$ cat src/rtl/gate_seq_pkg.sv
// gate_seq_pkg: shared types, constants and the gate reference function for the gate test sequencer
package gate_seq_pkg;
  localparam int NUM_VECTORS = 4;
  typedef enum logic [1:0] {OP_AND, OP_OR, OP_XOR, OP_NAND} gate_op_e;
  typedef enum logic [1:0] {S_IDLE, S_DRIVE, S_SAMPLE, S_DONE} seq_state_e;
  function automatic logic gate_expected(gate_op_e op, logic a, logic b);
    return op == OP_AND ? a & b : op == OP_OR ? a | b : op == OP_XOR ? a ^ b : ~(a & b);
  endfunction
endpackage

$ cat src/rtl/gate_test_sequencer_if.sv
// gate_seq_if: control, operand and result signals between the sequencer and its user
interface gate_seq_if;
  import gate_seq_pkg::*;
  logic ena;
  logic start;
  logic [1:0] gate_sel;
  logic c_in;
  logic a_out;
  logic b_out;
  logic busy;
  logic done;
  logic pass;
  logic [NUM_VECTORS-1:0] fail_mask;
  logic [1:0] vec_idx;
  modport master(output ena, start, gate_sel, c_in, input a_out, b_out, busy, done, pass, fail_mask, vec_idx);
  modport slave(input ena, start, gate_sel, c_in, output a_out, b_out, busy, done, pass, fail_mask, vec_idx);
endinterface

$ cat src/rtl/gate_seq_settle_timer.sv
// gate_seq_settle_timer: loadable down-counter with enable and zero flag; load wins over decrement
module gate_seq_settle_timer #(
  parameter int W = 2
) (
  input  logic         clk,
  input  logic         rst_n,
  input  logic         en_i,
  input  logic         load_i,
  input  logic [W-1:0] load_val_i,
  input  logic         dec_i,
  output logic         zero_o
);
  logic [W-1:0] cnt_q;
  assign zero_o = cnt_q == '0;
  always_ff @(posedge clk or negedge rst_n)
    if (!rst_n) cnt_q <= '0;
    else if (en_i) cnt_q <= load_i ? load_val_i : (dec_i && !zero_o) ? cnt_q - 1'b1 : cnt_q;
endmodule

$ cat src/rtl/gate_test_sequencer.sv
// gate_test_sequencer: sweeps a 2-input gate through its truth table and flags mismatching vectors.
// Define GATE_SEQ_CONTINUOUS_EN to re-sweep forever with a sticky fail_mask.
module gate_test_sequencer
  import gate_seq_pkg::*;
#(
  parameter int SETTLE_CYCLES = 2
) (
  input logic    clk,
  input logic    rst_n,
  gate_seq_if.slave bus
);
  localparam int CW = SETTLE_CYCLES < 1 ? 1 : $clog2(SETTLE_CYCLES + 1);
  seq_state_e state_q;
  gate_op_e op_q;
  logic a_q, b_q, busy_q, done_q, pass_q, zero;
  logic [NUM_VECTORS-1:0] mask_q, mask_d;
  logic [1:0] vec_q;
  logic last, load;
  assign last = vec_q == 2'(NUM_VECTORS - 1);
`ifdef GATE_SEQ_CONTINUOUS_EN
  assign load = (state_q == S_IDLE && bus.start) || (state_q == S_SAMPLE && !last) || state_q == S_DONE;
`else
  assign load = (state_q == S_IDLE && bus.start) || (state_q == S_SAMPLE && !last);
`endif
  always_comb begin
    mask_d = mask_q;
    mask_d[vec_q] = mask_q[vec_q] | (bus.c_in != gate_expected(op_q, a_q, b_q));
  end
  gate_seq_settle_timer #(.W(CW)) u_timer (
    .clk       (clk),
    .rst_n     (rst_n),
    .en_i      (bus.ena),
    .load_i    (load),
    .load_val_i(CW'(SETTLE_CYCLES)),
    .dec_i     (state_q == S_DRIVE),
    .zero_o    (zero)
  );
  // Operands are registered alongside vec_idx so they stay stable through SAMPLE and DONE.
  always_ff @(posedge clk or negedge rst_n)
    if (!rst_n) begin
      state_q <= S_IDLE;
      op_q <= OP_AND;
      a_q <= 1'b0;
      b_q <= 1'b0;
      busy_q <= 1'b0;
      done_q <= 1'b0;
      pass_q <= 1'b0;
      mask_q <= '0;
      vec_q <= '0;
    end else if (bus.ena) begin
      case (state_q)
        S_IDLE: if (bus.start) begin
          state_q <= S_DRIVE;
          op_q <= gate_op_e'(bus.gate_sel);
`ifndef GATE_SEQ_CONTINUOUS_EN
          mask_q <= '0;
`endif
          pass_q <= 1'b0;
          vec_q <= '0;
          {a_q, b_q} <= 2'b00;
          busy_q <= 1'b1;
        end
        S_DRIVE: if (zero) state_q <= S_SAMPLE;
        S_SAMPLE: begin
          mask_q <= mask_d;
          if (last) begin
            state_q <= S_DONE;
            done_q <= 1'b1;
            pass_q <= mask_d == '0;
          end else begin
            state_q <= S_DRIVE;
            vec_q <= vec_q + 2'd1;
            {a_q, b_q} <= vec_q + 2'd1;
          end
        end
        S_DONE: begin
          done_q <= 1'b0;
`ifdef GATE_SEQ_CONTINUOUS_EN
          state_q <= S_DRIVE;
          vec_q <= '0;
          {a_q, b_q} <= 2'b00;
`else
          state_q <= S_IDLE;
          busy_q <= 1'b0;
          {a_q, b_q} <= 2'b00;
`endif
        end
        default: state_q <= S_IDLE;
      endcase
    end
  assign bus.a_out = a_q;
  assign bus.b_out = b_q;
  assign bus.busy = busy_q;
  assign bus.done = done_q;
  assign bus.pass = pass_q;
  assign bus.fail_mask = mask_q;
  assign bus.vec_idx = vec_q;
endmodule
$ cat src/flat_wrapper.sv
// flat-port wrapper written by rule: the top's interface ports become plain ports
module gate_test_sequencer_flat import gate_seq_pkg::*;
#(
  parameter int SETTLE_CYCLES = 2
)
  (clk, rst_n, bus_ena, bus_start, bus_gate_sel, bus_c_in, bus_a_out, bus_b_out, bus_busy, bus_done, bus_pass, bus_fail_mask, bus_vec_idx);
  gate_seq_if bus_i ();
  input logic clk;
  input logic rst_n;
  input wire logic [$bits(bus_i.ena)-1:0] bus_ena;
  input wire logic [$bits(bus_i.start)-1:0] bus_start;
  input wire logic [$bits(bus_i.gate_sel)-1:0] bus_gate_sel;
  input wire logic [$bits(bus_i.c_in)-1:0] bus_c_in;
  output wire logic [$bits(bus_i.a_out)-1:0] bus_a_out;
  output wire logic [$bits(bus_i.b_out)-1:0] bus_b_out;
  output wire logic [$bits(bus_i.busy)-1:0] bus_busy;
  output wire logic [$bits(bus_i.done)-1:0] bus_done;
  output wire logic [$bits(bus_i.pass)-1:0] bus_pass;
  output wire logic [$bits(bus_i.fail_mask)-1:0] bus_fail_mask;
  output wire logic [$bits(bus_i.vec_idx)-1:0] bus_vec_idx;
  assign bus_i.ena = bus_ena;
  assign bus_i.start = bus_start;
  assign bus_i.gate_sel = bus_gate_sel;
  assign bus_i.c_in = bus_c_in;
  assign bus_a_out = bus_i.a_out;
  assign bus_b_out = bus_i.b_out;
  assign bus_busy = bus_i.busy;
  assign bus_done = bus_i.done;
  assign bus_pass = bus_i.pass;
  assign bus_fail_mask = bus_i.fail_mask;
  assign bus_vec_idx = bus_i.vec_idx;
  gate_test_sequencer #(.SETTLE_CYCLES(SETTLE_CYCLES)) u_core (.clk(clk), .rst_n(rst_n), .bus(bus_i));
endmodule
$ cat config.mk
export PLATFORM = sky130hd
export DESIGN_NAME = gate_test_sequencer_flat
export DESIGN_NICKNAME = d
export VERILOG_FILES = /design/src/rtl/gate_seq_pkg.sv /design/src/rtl/gate_test_sequencer_if.sv /design/src/rtl/gate_seq_settle_timer.sv /design/src/rtl/gate_test_sequencer.sv /design/src/flat_wrapper.sv
export SDC_FILE = /design/constraint.sdc
export NUM_CORES = 1
export LEC_CHECK = 0
export ABC_CLOCK_PERIOD_IN_PS = 2900
export BUFFER_PORTS_ARGS = -buffer_cell sky130_fd_sc_hd__buf_4
export CAP_MARGIN = 20
export CORE_AREA = 3 3 58 60
export DETAILED_ROUTE_END_ITERATION = 7
export DIE_AREA = 0 0 61 63
export SYNTH_ARGS = -nofsm -noshare
export SYNTH_HDL_FRONTEND = slang
export SYNTH_SLANG_ARGS = --single-unit
$ cat constraint.sdc
create_clock -name clk -period 2.9 [get_ports clk]
set_input_delay 0.58 -clock clk [delete_from_list [all_inputs] [get_ports clk]]
set_output_delay 0.58 -clock clk [all_outputs]
set_load 0.03 [all_outputs]
==> results <==
- The flow ran to the end, and the final reports show no timing, DRC or antenna violations.
- The synthesized netlist devotes 8.71% of its cell area to adder and majority cells.
- CTS built an H-tree with a depth of 1.
- At the worst endpoint, the required time is 3.14 ns.
- The post-cts resize count is 0.
- The worst setup path is launched from a register.
- Max-cap violations in this run came to 0.
- The sum of internal, switching and leakage power is 0.911 mW.
- Across the VDD grid, the largest voltage drop is 0.270 mV.
- The core region is 2980 sq um.
- In this run the worst path has a maximum fanout of 5.
- Synthesis produced 107 cells.
- After global routing the overflow that remains totals 0.
- Buffers added to address setup during post-CTS repair amount to 0.
- Subtracting the final worst setup slack from the clock period gives 1.75 ns.
- The placed instances occupy a cell area of 1150 sq um.
- The congestion estimate from routability-driven global placement came to 0.785.
- From synthesis to final layout, the design area changed by 17.4%.
- Synthesis produced a netlist with a net count of 121.
- The proportion of netlist area held by the largest area contributor is 42.3%.
- The slew at the pin closest to its max-slew limit is 0.490 ns.
- The part of the Yosys area used for sequential elements is 42.3%.
- By area, the combinational part of the netlist is dominated by compound AO/OA/AOI/OAI gates.
- The number of failing hold endpoints at the final stage was 0.
- The pin count of the biggest net entering global routing is 18.
- Detailed routing inserted a total of 843 vias.
- In the synthesized netlist the dominant register cell turns out to be dfrtp_1.
- After detailed routing, the total wire length is 2.19 mm.
- The post-synthesis share of cell area spent on xor and xnor gates is 0%.
- In this run the cell area of the synthesized design comes to 1010 sq um.
- The initial antenna violation count is 0.
- During I/O placement, the number of pins put on the boundary was 18.
- The detail route stage leaves a number of antenna-violating nets equal to 0.
- The tightest slew margin relative to the limit is 67.3%.
- Cells with a size suffix above 1 make up 23.4% of the layout.
- The number of rows created at floorplan is 20.
- The hold-fix buffer count after cts is 0.
- The total clock sinks is 17.
- The final layout contains 139 nets.
- The horizontal die dimension is 61 um.
- The clock latency at the later pin of the worst-skew pair is 0.29 ns.
- The class of the most critical setup path is reg -> reg.
- The HPWL after detailed placement is 1.69 mm.
- The total of flip-flops plus latches after synthesis is 17.
- The number of cells on the worst reg-to-reg path is 6.
- Dividing the final minimum period by the clock period gives 60.3%.
- The setup check on the worst reg-to-reg path leaves a slack of 1.15 ns.
- In the layout the commonest cells are 17 x buf_4, 17 x dfrtp_1, 16 x nand2_1.
- The min-delay analysis places its worst path in the category in -> async.
- The final count of negative-setup-slack endpoints is 0.
- In the post-synthesis netlist, the biggest area contributors are dfrtp_1 42%, ha_1 8.7%, o21ai_0 6.0%, nand2_1 6.0%, inv_1 3.7%.
- The data arrival time at the worst-slack endpoint is 1.98 ns.
- The iteration count of the initial detailed-routing pass is 4.
- The share of synthesized area spent on multiplexers is 5.60%.
- Using the TritonRoute via totals, the vias-per-cell ratio works out to 5.37.
- The first-iteration detailed-routing DRC count is 40.
- The number of global-route vias before repair is 766.
- Summed over all cells, the static leakage comes to 0.561 nW.
- The TritonCTS buffer count is 3.
- The die covers 3840 sq um.
- In the synthesized netlist the async set-or-reset flop fraction comes to 100%.
- The cell area after layout is 1180 sq um.
- The number of inserted diodes is 0.
- After detailed routing, the average wire length per cell comes to 13.9 um.
- The first global-routing pass estimated 3.60 mm of wire.
- The largest clock skew in the final design is 0.00302 ns.
- Summing the areas of all and, or, nand and nor instances in the mapped netlist gives 14.6% of the synthesized area.
- The largest area contributor in the synthesized netlist is dfrtp_1.
- The die boundary height is 63 um.
- The maximum operating frequency is 572 MHz.
- The initial core utilization is 33.8%.
- TritonCTS built the clock tree.
- Setup repair after global routing left no endpoint under its margin.
- Adding up every negative setup slack in the final design gives 0 ns.
- Clock-pin slew was measured on the worst setup and hold paths at 0.10 ns.
- In the routed design, unresolved DRC markers number 0.
- The total number of yosys warnings is 0.
- The final number of max-transition violations was 0.
- In the global route stage, overall resource usage came out at 12.4%.
- The ratio of total power to cell area is 772 nW/um^2.
- The synthesized netlist contains 29 unique library cells.
- A synthesized cell averages 9.40 sq um.
- The count of buffers added on input and output ports is 17.
- The count of flip-flops with a built-in enable after synthesis is 0.
- The buffer type at the clock tree root is clkbuf_4.
- Counting along the longest clock path gives a buffer depth of 2.
- The nature of the critical path endpoint is a register.
- The synthesized netlist devotes 23.1% of its cell area to compound gates.
==> flip-flops by register name, summed over array words and instances, names as in the netlist <==
name	cells
u_core.bus.fail_mask	4
u_core.bus.vec_idx	2
u_core.op_q	2
u_core.state_q	2
u_core.u_timer.cnt_q	2
u_core.bus.a_out	1
u_core.bus.b_out	1
u_core.bus.busy	1
u_core.bus.done	1
u_core.bus.pass	1
==> per-stage QoR <==
step	std cells	util (%)	hold slack, ns	setup slack (ns)
floorplan	107	-	0.284	1.17
global placement	153	38.8	0.457	1.18
detailed placement	153	38.8	0.460	1.14
CTS	157	39.7	0.137	1.12
global route	157	39.7	0.137	0.996
finish	157	39.7	0.135	1.15
==> critical path: stages (launching register included) <==
cell	delay [ns]
dfrtp_1	0.43
ha_1	0.25
or2_1	0.24
a21oi_2	0.15
nor3_1	0.07
nor3_2	0.34
a32o_2	0.22
==> synthesized netlist by cell type, types with 2 or more instances <==
library cell  instances
inv_1                10
ha_1                  7
mux2_2                3
buf_2                 4
o21ai_0              12
nor2b_1               5
o31ai_1               2
dfrtp_1              17
nand2_1              16
nor2_1                3
a22o_1                4
a31oi_1               2
nor3_1                3
a21oi_1               4
==> final timing paths <==
| kind | start | to |
|---|---|---|
| min in group clk | u_core.bus.pass$_DFFE_PN0P_ | u_core.bus.pass$_DFFE_PN0P_ |
| worst min-delay path | rst_n | u_core.state_q[1]$_DFFE_PN0P_ |
| worst max register to register | u_core.bus.b_out$_DFFE_PN0P_ | u_core.bus.pass$_DFFE_PN0P_ |
| worst min register to register | u_core.bus.pass$_DFFE_PN0P_ | u_core.bus.pass$_DFFE_PN0P_ |
| worst max-delay path | u_core.bus.b_out$_DFFE_PN0P_ | u_core.bus.pass$_DFFE_PN0P_ |
| max in group asynchronous | rst_n | u_core.state_q[0]$_DFFE_PN0P_ |
==> logic make-up after synthesis <==
| logic type | after synthesis |
|---|---|
| DFF | 17 |
| AOI/OAI and AO/OA | 34 |
| buffers and inverters | 14 |
| and+or+nand+nor | 31 |
| muxes | 4 |
| adders and majority gates | 7 |
==> final cells by class <==
| cell class | instances | area (sq um) |
|---|---|---|
| well taps | 33 | 41.3 |
| inverters | 10 | 37.5 |
| flip-flops and latches | 17 | 425 |
| clock buffers | 4 | 26.3 |
| repair buffers | 17 | 128 |
| multi-input cells | 76 | 523 |
| fillers | 314 | 1800 |
==> where the power goes <==
group          switching (mW)  internal (mW)  total (mW)
combinational           0.219          0.175       0.394
sequential             0.0906          0.299       0.390
clock                  0.0742         0.0535       0.128
total                   0.383          0.528       0.911
==> layer usage <==
metal / part of all wire [%] / track usage, % / wire (um) / vias to the layer above
li1: - / - / - / 413
met1: 48 / 17.4 / 1050 / 401
met2: 45 / 18.4 / 987 / 25
met3: 5.9 / 3.10 / 129 / 4
met4: 1.1 / 4.07 / 25 / 0
met5: 0 / 0 / 0 / -
No activity file was read; power rests on OpenSTA's default activity.
